**src/rtl/keypad_pkg.sv**
```systemverilog
// Shared keypad definitions: key codes, digit count default and the number-entry FSM encoding.
// Used by the scanner, the number-entry block and the display stage.
package keypad_pkg;

  localparam int unsigned NDIG_DEFAULT = 4;
  localparam int unsigned BIN_W        = 14;

  localparam logic [3:0] KEY_STAR_CODE = 4'd14;
  localparam logic [3:0] KEY_HASH_CODE = 4'd15;
  localparam logic [3:0] KEY_DIGIT_MAX = 4'd9;

  typedef enum logic [1:0] {
    ST_ENTRY = 2'd0,
    ST_CONV  = 2'd1,
    ST_DONE  = 2'd2
  } entry_state_e;

  function automatic logic is_digit(input logic [3:0] code);
    return code <= KEY_DIGIT_MAX;
  endfunction

endpackage

```
**src/rtl/bcd_serial_to_bin.sv**
```systemverilog
// Serial BCD-to-binary converter: one nibble per cycle, most significant first, acc = acc*10 + nibble.
// done_o is high during the cycle in which the final nibble is being added.
module bcd_serial_to_bin
  import keypad_pkg::*;
#(
  parameter int unsigned NDIG = NDIG_DEFAULT
) (
  input  logic              clk,
  input  logic              rst_n,
  input  logic              start_i,
  input  logic [4*NDIG-1:0] bcd_i,
  output logic              done_o,
  output logic [BIN_W-1:0]  result_o
);

  localparam int unsigned IDX_W = (NDIG > 1) ? $clog2(NDIG) : 1;

  logic             active_q, active_d;
  logic [IDX_W-1:0] idx_q, idx_d;
  logic [BIN_W-1:0] acc_q, acc_d;
  logic [3:0]       nibble;

  assign nibble   = bcd_i[4*idx_q +: 4];
  assign done_o   = active_q && (idx_q == '0);
  assign result_o = acc_q;

  always_comb begin
    active_d = active_q;
    idx_d    = idx_q;
    acc_d    = acc_q;
    if (start_i) begin
      active_d = 1'b1;
      idx_d    = IDX_W'(NDIG - 1);
      acc_d    = '0;
    end else if (active_q) begin
      // x*10 as (x<<3)+(x<<1); 9999 fits in BIN_W bits so nothing wraps
      acc_d = (acc_q << 3) + (acc_q << 1) + BIN_W'(nibble);
      idx_d = idx_q - 1'b1;
      if (idx_q == '0) begin
        active_d = 1'b0;
      end
    end
  end

  always_ff @(posedge clk or negedge rst_n) begin
    if (!rst_n) begin
      active_q <= 1'b0;
      idx_q    <= '0;
      acc_q    <= '0;
    end else begin
      active_q <= active_d;
      idx_q    <= idx_d;
      acc_q    <= acc_d;
    end
  end

endmodule

```
**src/rtl/keypad_number_entry.sv**
```systemverilog
// Collects decimal key presses into a BCD entry register; '*' clears, '#' converts the entry
// to binary and pulses num_valid. Keys arriving during conversion are dropped and flagged.
module keypad_number_entry
  import keypad_pkg::*;
#(
  parameter int unsigned NDIG     = NDIG_DEFAULT,
  parameter logic [3:0]  KEY_STAR = KEY_STAR_CODE,
  parameter logic [3:0]  KEY_HASH = KEY_HASH_CODE
) (
  input  logic                        clk,
  input  logic                        rst_n,
  input  logic                        key_valid,
  input  logic [3:0]                  key_code,
  output logic [4*NDIG-1:0]           entry_bcd,
  output logic [$clog2(NDIG+1)-1:0]   digit_count,
  output logic                        busy,
  output logic [BIN_W-1:0]            num_bin,
  output logic                        num_valid,
  output logic                        overflow,
  output logic                        key_drop
);

  localparam int unsigned CNT_W = $clog2(NDIG + 1);
  localparam logic [CNT_W-1:0] FULL_CNT = CNT_W'(NDIG);

  entry_state_e      state_q, state_d;
  logic [4*NDIG-1:0] entry_q, entry_d;
  logic [CNT_W-1:0]  count_q, count_d;
  logic [BIN_W-1:0]  num_bin_q, num_bin_d;
  logic              num_valid_q, num_valid_d;
  logic              overflow_q, overflow_d;
  logic              key_drop_q, key_drop_d;
  logic              conv_start;
  logic              conv_done;
  logic [BIN_W-1:0]  conv_result;

  bcd_serial_to_bin #(
    .NDIG(NDIG)
  ) u_conv (
    .clk      (clk),
    .rst_n    (rst_n),
    .start_i  (conv_start),
    .bcd_i    (entry_q),
    .done_o   (conv_done),
    .result_o (conv_result)
  );

  always_comb begin
    state_d     = state_q;
    entry_d     = entry_q;
    count_d     = count_q;
    num_bin_d   = num_bin_q;
    num_valid_d = 1'b0;
    overflow_d  = 1'b0;
    key_drop_d  = 1'b0;
    conv_start  = 1'b0;
    case (state_q)
      ST_ENTRY: begin
        if (key_valid) begin
          if (is_digit(key_code)) begin
            if (count_q < FULL_CNT) begin
              entry_d = {entry_q[4*NDIG-5:0], key_code};
              count_d = count_q + 1'b1;
            end else begin
              overflow_d = 1'b1;
            end
          end else if (key_code == KEY_STAR) begin
            entry_d = '0;
            count_d = '0;
          end else if (key_code == KEY_HASH && count_q != '0) begin
            conv_start = 1'b1;
            state_d    = ST_CONV;
          end
        end
      end
      ST_CONV: begin
        key_drop_d = key_valid;
        if (conv_done) begin
          state_d = ST_DONE;
        end
      end
      ST_DONE: begin
        key_drop_d  = key_valid;
        num_bin_d   = conv_result;
        num_valid_d = 1'b1;
        entry_d     = '0;
        count_d     = '0;
        state_d     = ST_ENTRY;
      end
      default: begin
        state_d = ST_ENTRY;
      end
    endcase
  end

  always_ff @(posedge clk or negedge rst_n) begin
    if (!rst_n) begin
      state_q     <= ST_ENTRY;
      entry_q     <= '0;
      count_q     <= '0;
      num_bin_q   <= '0;
      num_valid_q <= 1'b0;
      overflow_q  <= 1'b0;
      key_drop_q  <= 1'b0;
    end else begin
      state_q     <= state_d;
      entry_q     <= entry_d;
      count_q     <= count_d;
      num_bin_q   <= num_bin_d;
      num_valid_q <= num_valid_d;
      overflow_q  <= overflow_d;
      key_drop_q  <= key_drop_d;
    end
  end

  assign entry_bcd   = entry_q;
  assign digit_count = count_q;
  assign busy        = (state_q != ST_ENTRY);
  assign num_bin     = num_bin_q;
  assign num_valid   = num_valid_q;
  assign overflow    = overflow_q;
  assign key_drop    = key_drop_q;

endmodule
```
**config.mk**
```make
export PLATFORM = sky130hd
export DESIGN_NAME = keypad_number_entry
export DESIGN_NICKNAME = d
export VERILOG_FILES = /design/src/rtl/keypad_pkg.sv /design/src/rtl/bcd_serial_to_bin.sv /design/src/rtl/keypad_number_entry.sv
export SDC_FILE = /design/constraint.sdc
export NUM_CORES = 1
export LEC_CHECK = 0
export BUFFER_PORTS_ARGS = -buffer_cell sky130_fd_sc_hd__clkbuf_2
export CORE_MARGIN = 2
export CORE_UTILIZATION = 55
export CTS_CLUSTER_DIAMETER = 50
export DETAILED_ROUTE_END_ITERATION = 8
export PLACE_DENSITY = 0.89
export RECOVER_POWER = 50
export SLEW_MARGIN = 20
export SYNTH_ARGS = -nofsm -noshare
export SYNTH_HDL_FRONTEND = slang
export SYNTH_HIERARCHICAL = 1
export SYNTH_SLANG_ARGS = --single-unit
```
**constraint.sdc**
```tcl
create_clock -name clk -period 9.05 [get_ports clk]
set_input_delay 1.3575 -clock clk [delete_from_list [all_inputs] [get_ports clk]]
set_output_delay 1.3575 -clock clk [all_outputs]
set_load 0.01 [all_outputs]
```
======== Word-level counts from Yosys, hierarchy flattened ========
Index checks and enable logic that the tools add are counted.
word-level totals
  output and inout bits ................... 37
  bits of input ports ..................... 7
  register bits ........................... 55
  logic and storage cells ................. 73
operators by class
  shift-type cells ........................ 1
  order comparisons ....................... 2
  reductions and logical operators ........ 11
  eq/ne operators ......................... 11
  mux-type cells .......................... 34
  $add $sub $neg .......................... 4
operators with widths
  cell                                                    count
  two-way mux 16 bit                                      4
  case mux 16 bit (2 select lines)                        1
  two-way mux 14 bit                                      2
  variable part select 16 x 5 -> 4 bit                    1
  adder 14 bit                                            1
  adder 14 x 4 -> 14 bit                                  1
  two-way mux 1 bit                                       14
  two-way mux 2 bit                                       7
  two-way mux 3 bit                                       4
  != test 2 bit (second input constant)                   5
  equality test 4 bit (second input constant)             2
  != test 3 bit (second input constant)                   2
  case mux 3 bit (2 select lines)                         1
  nonzero test 2 bit                                      3
  AND reduction 5 bit                                     1
  less-or-equal comparator 4 bit (second input constant)  1
  logical NOT 2 bit                                       2
  case mux 2 bit (2 select lines)                         1
  AND reduction 4 bit                                     1
  adder 3 x 1 -> 3 bit (second input constant)            1
  less-than comparator 3 bit (second input constant)      1
  nonzero test 3 bit                                      1
  equality test 2 x 1 -> 1 bit (second input constant)    1
  equality test 2 bit (second input constant)             1
  3 further kinds                                         4

======== Longest topological paths before layout ========
Gate-level depths: netlist of run 1.
  word-level depth ........................ 8
  mapped depth ............................ 11

======== Modules after synthesis ========
Netlist of run 1, hierarchy kept.
by module, submodules not included
  module               area an instance (um2)  cells an instance  instances  seq. area each (um2)
  keypad_number_entry  1,565.3                 110                1          950.9
  bcd_serial_to_bin    1,520.2                 152                1          425.4

======== Worst setup path after synthesis of run 1 ========
OpenSTA, ideal clock, no wires.
  path kind ............................... register to register
  from .................................... reg u_conv.idx_q[0]
  to ...................................... reg u_conv.acc_q[10] (netlist: u_conv/result_o[10])
  slack ................................... 6.026 ns
  clock period less this slack ............ 3.024 ns
  data arrival time ....................... 2.892 ns
  required time ........................... 8.919 ns
  setup time .............................. 0.131 ns
  cell stages (with the launch flop) ...... 11
  cells stage by stage .................... dfrtp_1 > clkbuf_1 > mux4_2 > ha_1 > ha_1 > fa_1 > a21oi_1 > o21ai_1 > a31oi_1 > nor4b_1 > or3_1
between the ends
  cells in the longest elaborated chain, start to end .. 4
ends and longest elaborated chain
  item                                  RTL line                 RTL
  start: declaration                    bcd_serial_to_bin.sv:19  logic [IDX_W-1:0] idx_q, idx_d;
  start signal: assignment              bcd_serial_to_bin.sv:52  idx_q <= idx_d;
  variable part select 16 x 5 -> 4 bit  bcd_serial_to_bin.sv:23  assign nibble = bcd_i[4*idx_q +: 4];
  adder 14 x 4 -> 14 bit                bcd_serial_to_bin.sv:37  acc_d = (acc_q << 3) + (acc_q << 1) + BIN_W'(nibble);
  two-way mux 14 bit                    bcd_serial_to_bin.sv:35  end else if (active_q) begin
  two-way mux 14 bit                    bcd_serial_to_bin.sv:31  if (start_i) begin
  end signal: assignment                bcd_serial_to_bin.sv:49  acc_q <= '0;
  end signal: assignment                bcd_serial_to_bin.sv:53  acc_q <= acc_d;
  end: declaration                      bcd_serial_to_bin.sv:20  logic [BIN_W-1:0] acc_q, acc_d;
Every way passes these cells. The select of a mux whose other input is x is not followed.
A chain may end at the register's enable or synchronous reset.

==> impl_metrics.toml, run 1 <==
[yosys]
synth_top_family_by_area = "compound AO/OA/AOI/OAI gates"
ys_seq_elements = 55
netlist_area_um2 = 3090
synth_commonest_cells = "55 x dfrtp_1, 28 x ha_1, 19 x inv_1, 17 x a22o_1"
ys_warn_count = 6
synth_flop_cell = "dfrtp_1"
muxShareOfSynthArea_pct = 10.7
synth_area_leaders = "dfrtp_1 45%, ha_1 11%, mux2_2 5.5%, a22o_1 4.8%, mux4_2 2.9%"
synth.most_common_cell = "dfrtp_1"
synth-edff-count = 0
avgSynthCellArea_um2 = 11.8
yosysTopAreaCell = "dfrtp_1"
synth-adder-area-share_pct = 12.7
netlist_instances = 262
synth_nets = 299
postSynth.asyncResetShare_pct = 100
netlist.area_leader.share_pct = 44.6
synthSimpleGateAreaFrac_pct = 11.5
synthXorXnorAreaFrac_pct = 1.70
synth_compound_area_share_pct = 15.0
yosysSeqAreaShare_pct = 44.6
synth_cell_types = 57

[cells_and_area]
syn_to_final_growth_pct = 12.1
fin_nets = 342
design_area_um2 = 3460
antenna_cells = 0
drive_gt1_share_pct = 27.5
final.fill_count = 449

[drt]
viasPerCell = 5.93
wl_per_cell_um = 16.1
ant_nets = 0
drt_wl_total_mm = 6.07
post-route-drc-count = 0
drtIter0Drc = 127
vias = 2242
firstDrtPassIters = 4

[cts]
cts_tree = "built"
clock_sinks = 55
cts_buffers = 5
clockRootBuffer = "clkbuf_8"
clock_latency_ns = 0.31
max-clock-path-buffers = 2
path_clk_slew_ns = 0.09
post_cts_buffers = 0
cts-resized-gates = 0
ctsHoldBuffers = 0
htree_levels = 2

[min_path]
hold_path_class = "flop to flop"
hp-start = "u_conv/result_o[13]"

[placement]
place_area_um2 = 3360
gp_congestion = 0.831
portBuffers = 43
dpl.hpwl_mm = 4.34

[worst_setup_path]
crit_arrival_ns = 3.45
worst-path-buf-inv = 2
path_max_fanout = 55
ff2ff_setup_slack_ns = 5.98
end_kind = "async pin"
cp_slowest_cell = "clkbuf_1"
crit_chain = "clkbuf_2 > clkbuf_1"
worstSetupStartpointType = "primary input"
r2r-start = "u_conv/idx_q[0]"
critical_path_required_ns = 8.87
crit_family = "buffers and inverters"
critical_path_class = "primary input to async pin"
cp_slowest_stage_delay_ns = 2.00
critPathLaunch = "rst_n"

[pwr]
cellPowerDensity_nw_per_um2 = 372
p_sw_share_pct = 42.3
cell_internal_pwr_uw = 741
switchingPower_uw = 544
pwr-share-clk_pct = 12.9
peakVddDrop_uv = 172
p_comb_share_pct = 51.1
p_seq_share_pct = 36.0
leakage_uw = 0.00177

[timing]
period_share_pct = 40.2
period_minus_slack_ns = 3.63
fmax_mhz = 275
tightest_slew_ns = 2.83
final-setup-viol-count = 0
slew_violations = 56
finalSetupTns_ns = 0
rsz0062_at_grt = "false"
slew_headroom_pct = -88.9
fin_skew_ns = 0.00659
hold_violations = 0

[status]
violations = "capacitance limit, slew limit"
outcome = "finished, violations left"

[floorplanning]
coreArea_um2 = 5470
row_count = 27
initial_core_util_pct = 56.4
dieWidth_um = 78.9
ioPinCount = 44
die_y_um = 78.9
die_area_um2 = 6230

[grt]
grt_pass1_wl_mm = 10.4
grt_antenna_before_repair = 0
overflow = 0
grtUsageTotal_pct = 21.4
grt_pass1_vias = 2179
grt_max_degree = 56

[job]
maxCapViolCount = 1
-- power groups by stage --
stage | combinational, µW | clock (µW) | sequential [µW]
6_report | 656 | 166 | 463
3_5_place_dp | 650 | 0 | 468
2_1_floorplan | 479 | 0 | 449
3_3_place_gp | 624 | 0 | 463
5_1_grt | 736 | 180 | 479
4_1_cts | 658 | 171 | 464
-- cell type report --
| type | count | area, µm² | area share, % |
|---|---|---|---|
| clock buffer | 5 | 68.8 | 1.99 |
| clock inverter | 3 | 46.3 | 1.34 |
| inverter | 19 | 71.3 | 2.06 |
| multi-input combinational | 179 | 1580 | 45.7 |
| sequential | 55 | 1380 | 39.8 |
| tap | 72 | 90.1 | 2.60 |
| timing repair buffer | 45 | 225 | 6.51 |
-- final timing paths --
| path | endpoint | cells after the start |
|---|---|---|
| max reg2reg | u_conv/result_o[10] | 9 |
| min | u_conv/result_o[13] | 2 |
| min in group asynchronous | num_bin[10] | 2 |
| max in group clk | u_conv/result_o[10] | 9 |
| min reg2reg | u_conv/result_o[13] | 2 |
| max | num_bin[0] | 2 |
-- tightest hold or removal path: stages (launching register included) --
cell and delay (ns):
dfrtp_1 0.35, nand2_1 0.06, o31ai_2 0.05
-- registers in the layout, summed over array words and instances (netlist names) --
signal and flops:
u_conv/idx_q 2, key_drop 1, entry_bcd 16, digit_count 3, u_conv/result_o 14, num_bin 14
u_conv/active_q 1, overflow 1, num_valid 1, state_q 2
-- per-layer routing --
metal,routed length (µm),GRT usage [%]
met5,0,0
met4,146,8.79
met3,312,4.09
met2,2890,34.2
met1,2730,28.9
-- placed cells by master (no fill, tap or decap), types with 3 or more instances in the layout --
cell and instances:
mux2i_1 7, mux2_2 15, nor4b_1 3, a21o_1 3
inv_1 19, clkbuf_8 5, nand2b_1 5, nor2_1 15
o21ai_0 4, dfrtp_1 55, nand2_1 6, a21oi_1 11
clkbuf_2 42, mux4_2 4, ha_1 28, a22o_1 17
a31oi_1 3, nand3_1 4, xnor2_1 4
-- kinds of logic after synthesis --
logic type,after synthesis
flip-flops,55
AO/OA/AOI/OAI,60
multiplexers,26
buffers and inverters,28
XOR/XNOR,6
adder cells (fa/ha/maj),30
AND/OR/NAND/NOR,57
-- through the flow --
stage	setup slack [ns]	hold WS, ns	total power [µW]	cells	util (%)
after floorplan	6.03	0.451	928	262	-
after global placement	6.04	0.465	1090	370	61.3
after detailed placement	5.98	0.475	1120	370	61.3
after CTS	5.96	0.498	1290	378	63.4
after global routing	4.65	0.526	1390	378	63.2
final	5.42	0.490	1290	378	63.2
Note: power is estimated with default switching activity, not from simulation.
==> run 2: changes to the inputs <==
==> constraint.sdc (replaced) <==
create_clock -name clk -period 3.5 [get_ports clk]
set_input_delay 0.525 -clock clk [delete_from_list [all_inputs] [get_ports clk]]
set_output_delay 0.525 -clock clk [all_outputs]
set_load 0.01 [all_outputs]
==> run 2 against run 1 <==
The run still ends with capacitance limit, slew limit left; largest power group unchanged; highest routed layer unchanged; non-clock buffer count stayed put; setup slack worse by 5.0 ns; critical path depth up 7.
==> impl_metrics.toml, run 2 (synthesized netlist as in run 1, its figures left out) <==
[status]
outcome = "finished, violations left"
violations = "capacitance limit, slew limit"

[floorplanning]
initial_core_util_pct = 56.4
dieWidth_um = 78.9
coreArea_um2 = 5470
die_area_um2 = 6230
die_y_um = 78.9
row_count = 27
ioPinCount = 44

[placement]
gp_congestion = 0.805
portBuffers = 43
dpl.hpwl_mm = 4.34

[timing]
slew_headroom_pct = -39.5
period_share_pct = 89.4
hold_violations = 0
fin_hold_ws_ns = 0.464
rsz0062_at_grt = "false"
finalSetupTns_ns = 0
period_minus_slack_ns = 3.13
fin_skew_ns = 0.0101
slew_violations = 42
final-setup-viol-count = 0
fmax_mhz = 320
tightest_slew_ns = 2.09

[cts]
clockRootBuffer = "clkbuf_8"
htree_levels = 2
cts_tree = "built"
ctsHoldBuffers = 0
path_clk_slew_ns = 0.10
max-clock-path-buffers = 2
clock_sinks = 55
clock_latency_ns = 0.32
cts_buffers = 5
cts-resized-gates = 0
post_cts_buffers = 0

[worst_setup_path]
end_kind = "flop"
r2r-start = "u_conv/idx_q[0]"
worstSetupStartpointType = "flop"
critical_path_required_ns = 3.71
crit_chain = "mux4_2 > ha_1 > ha_1 > fa_1 > a21oi_1 > o21ai_1 > a31oi_1 > nor4b_1 > or3_1"
cp_slowest_cell = "mux4_2"
timing.rr.end = "u_conv/result_o[10]"
crit_arrival_ns = 3.33
r2r.worst_path.cells = 9
ff2ff_setup_slack_ns = 0.37
cp_slowest_stage_delay_ns = 0.55
critPathLaunch = "u_conv/idx_q[0]"
cp_common_cell = "ha_1"
critical_path_class = "flop to flop"
path_max_fanout = 6
crit_end = "u_conv/result_o[10]"

[pwr]
pwr-share-clk_pct = 11.3
p_comb_share_pct = 51.8
cellPowerDensity_nw_per_um2 = 947
peakVddDrop_uv = 649
p_seq_share_pct = 36.9
switchingPower_uw = 1400
leakage_uw = 0.00172
cell_internal_pwr_uw = 1840
p_sw_share_pct = 43.3

[grt]
grt_pass1_wl_mm = 10.1
grtUsageTotal_pct = 20.8
overflow = 0
grt_pass1_vias = 2163
grt_max_degree = 42
grt_antenna_before_repair = 0

[cells_and_area]
largest_reg_flops = 16
layout_common_cells = "55 x dfrtp_1, 28 x ha_1, 26 x clkbuf_2"
layout_commonest_cell = "dfrtp_1"
fin_nets = 342
syn_to_final_growth_pct = 11.0
antenna_cells = 0
drive_gt1_share_pct = 22.2

[drt]
firstDrtPassIters = 4
drt_wl_total_mm = 5.96
post-route-drc-count = 0
vias = 2184
drtIter0Drc = 116
ant_nets = 0
wl_per_cell_um = 15.8
viasPerCell = 5.78

[min_path]
hold_path_class = "primary input to flop"

[job]
maxCapViolCount = 1
[run 2: power by group through the flow]
stage                     Clock [µW]  Combinational, µW  Sequential (µW)
final                            367               1680             1190
after global routing             407               1890             1240
after CTS                        378               1690             1200
after detailed placement           0               1680             1210
after global placement             0               1610             1200
after floorplan                    0               1240             1160
[run 2: worst min-delay path by stage]
stage | from | to | slack, ns | depth (start not counted)
after floorplan | rst_n | digit_count[0] | 0.23 | 0
after global placement | u_conv/result_o[13] | u_conv/result_o[13] | 0.47 | 2
after detailed placement | u_conv/result_o[13] | u_conv/result_o[13] | 0.48 | 2
after CTS | rst_n | num_bin[10] | 0.38 | 1
after global routing | key_code[1] | entry_bcd[1] | 0.47 | 2
final | key_valid | key_drop | 0.46 | 2
[run 2: critical path: cells and delay by family (launching register included)]
family / cells / cell delay [ns]
adder cells (fa/ha/maj): 3 / 0.93
AND/OR/NAND/NOR: 2 / 0.43
flip-flops: 1 / 0.54
multiplexers: 1 / 0.55
AO/OA/AOI/OAI: 3 / 0.57
[run 2: cell type report]
cell class | count | area (µm²)
fill | 471 | 2050
multi-input combinational | 179 | 1590
sequential | 55 | 1380
timing repair buffer | 45 | 205
tap | 72 | 90.1
inverter | 19 | 71.3
clock buffer | 5 | 68.8
clock inverter | 3 | 27.5
[run 2: per-stage QoR]
step | area [µm²] | utilization (%) | setup WS, ns | cells | total power [µW]
floorplan | 3090 | - | 0.476 | 262 | 2400
global placement | 3360 | 61.3 | 0.486 | 370 | 2800
detailed placement | 3360 | 61.3 | 0.402 | 370 | 2890
CTS | 3450 | 63.1 | 0.370 | 378 | 3270
global route | 3420 | 62.6 | 0.209 | 378 | 3540
finish | 3420 | 62.6 | 0.372 | 378 | 3240
[run 2: layer usage]
metal | share of wire [%] | track usage [%] | wire length, µm | vias to the layer above
met5 | 0 | 0 | 0 | -
met4 | 1.3 | 6.72 | 75 | 0
met3 | 6.0 | 4.55 | 357 | 6
met2 | 49 | 34.0 | 2910 | 71
met1 | 44 | 27.8 | 2610 | 1061
li1 | - | - | - | 1046
==> run 3: changes to the inputs <==
--- a/config.mk
+++ b/config.mk
@@ -10,6 +10,7 @@
 export CORE_UTILIZATION = 55
 export CTS_CLUSTER_DIAMETER = 50
 export DETAILED_ROUTE_END_ITERATION = 8
+export MAX_ROUTING_LAYER = met4
 export PLACE_DENSITY = 0.89
 export RECOVER_POWER = 50
 export SLEW_MARGIN = 20
==> run 3 against run 2 <==
Via count is 0.69% higher; core utilization stayed put; non-clock buffer count stayed put; maximum frequency is 0.62% lower; combinational power hardly changed; clock power hardly changed; first-iteration DRC count is 0.86% higher; the flow still finishes with violations (capacitance limit, slew limit); cell count stayed put; clock skew is 0.00086 ns lower; setup slack worse by 0.019 ns; wire length is 0.86% higher.
==> impl_metrics.toml, run 3 (synthesized netlist as in run 1, its figures left out) <==
[status]
outcome = "finished, violations left"
violations = "capacitance limit, slew limit"

[drt]
drt_wl_total_mm = 6.01
viasPerCell = 5.82
wl_per_cell_um = 15.9
firstDrtPassIters = 4
post-route-drc-count = 0
drtIter0Drc = 117
ant_nets = 0
vias = 2199

[cells_and_area]
design_area_um2 = 3420
drive_gt1_share_pct = 22.2
final.fill_count = 471
layout_commonest_cell = "dfrtp_1"
layout_common_cells = "55 x dfrtp_1, 28 x ha_1, 26 x clkbuf_2"
syn_to_final_growth_pct = 11.0
multiInputGateArea_um2 = 1590
layout.area.seq_um2 = 1380
antenna_cells = 0
fin_nets = 342
largest_reg_flops = 16
final_cells = 378

[worst_setup_path]
r2r.worst_path.cells = 9
critical_path_required_ns = 3.70
r2r-start = "u_conv/idx_q[0]"
critPathLaunch = "u_conv/idx_q[0]"
worstSetupStartpointType = "flop"
crit_arrival_ns = 3.35
path_max_fanout = 6
end_kind = "flop"
critical_path_class = "flop to flop"

[cts]
clockRootBuffer = "clkbuf_8"
max-clock-path-buffers = 2
cts_buffers = 5
ctsHoldBuffers = 0
cts-resized-gates = 0
clock_sinks = 55
path_clk_slew_ns = 0.10
htree_levels = 2
cts_tree = "built"
clock_latency_ns = 0.31
post_cts_buffers = 0

[timing]
period_share_pct = 89.9
slew_headroom_pct = -39.6
rsz0062_at_grt = "false"
tightest_slew_ns = 2.09
fmax_mhz = 318
fin_skew_ns = 0.00919
fin_hold_ws_ns = 0.464
hold_violations = 0
period_minus_slack_ns = 3.15
slew_violations = 42
final-setup-viol-count = 0
finalSetupTns_ns = 0

[grt]
grt_antenna_before_repair = 0
grt_pass1_wl_mm = 10.1
grtUsageTotal_pct = 21.3
grt_max_degree = 42
grt_pass1_vias = 2164
overflow = 0

[floorplanning]
dieWidth_um = 78.9
die_area_um2 = 6230
initial_core_util_pct = 56.4
die_y_um = 78.9
ioPinCount = 44
coreArea_um2 = 5470
row_count = 27

[pwr]
pwr-share-clk_pct = 11.3
cell_internal_pwr_uw = 1840
p_seq_share_pct = 36.8
leakage_uw = 0.00172
switchingPower_uw = 1410
p_comb_share_pct = 51.9
peakVddDrop_uv = 649
p_sw_share_pct = 43.4
power_uw = 3250
cellPowerDensity_nw_per_um2 = 949

[job]
maxCapViolCount = 1

[placement]
dpl.hpwl_mm = 4.34
portBuffers = 43
gp_congestion = 0.816
place_area_um2 = 3360
place_inst = 370

[min_path]
holdPathStages = 2
hp-start = "key_valid"
hold_path_class = "primary input to flop"
[run 3: worst paths after layout]
kind                                             to  slack [ns]
worst min register to register  u_conv/result_o[13]        0.50
worst max register to register  u_conv/result_o[10]        0.35
worst min-delay path                       key_drop        0.46
min in group asynchronous               num_bin[10]        0.81
worst max-delay path            u_conv/result_o[10]        0.35
max in group asynchronous           u_conv/idx_q[0]        1.19
[run 3: cell type report]
cell class,count,area share [%]
multi-input cells,179,46.3
flip-flops and latches,55,40.2
repair buffers,45,5.99
well taps,72,2.63
inverters,19,2.08
clock buffers,5,2.01
clock inverters,3,0.804
[run 3: power by group through the flow]
stage | clock network [µW] | registers, µW | logic, µW
floorplan | 0 | 1160 | 1240
global placement | 0 | 1200 | 1610
detailed placement | 0 | 1210 | 1680
CTS | 378 | 1200 | 1690
global route | 407 | 1240 | 1890
finish | 367 | 1200 | 1690
[run 3: stage by stage]
step	worst slack, ns	utilization [%]
after CTS	0.370	63.1
after global placement	0.486	61.3
final	0.352	62.6
after floorplan	0.476	-
after global routing	0.209	62.6
after detailed placement	0.402	61.3
[run 3: critical path, stage by stage, from the launching register on]
cell     delay (ns)
dfrtp_1        0.54
mux4_2         0.55
ha_1           0.29
ha_1           0.23
fa_1           0.41
a21oi_1        0.23
o21ai_1        0.13
a31oi_1        0.23
nor4b_1        0.08
or3_1          0.35
[run 3: per-layer routing]
layer	wire length (µm)	up-vias	global-route usage, %
met5	0	-	-
met3	313	6	4.32
met4	75	0	6.72
li1	-	1046	-
met2	2930	69	34.2
met1	2690	1078	27.7
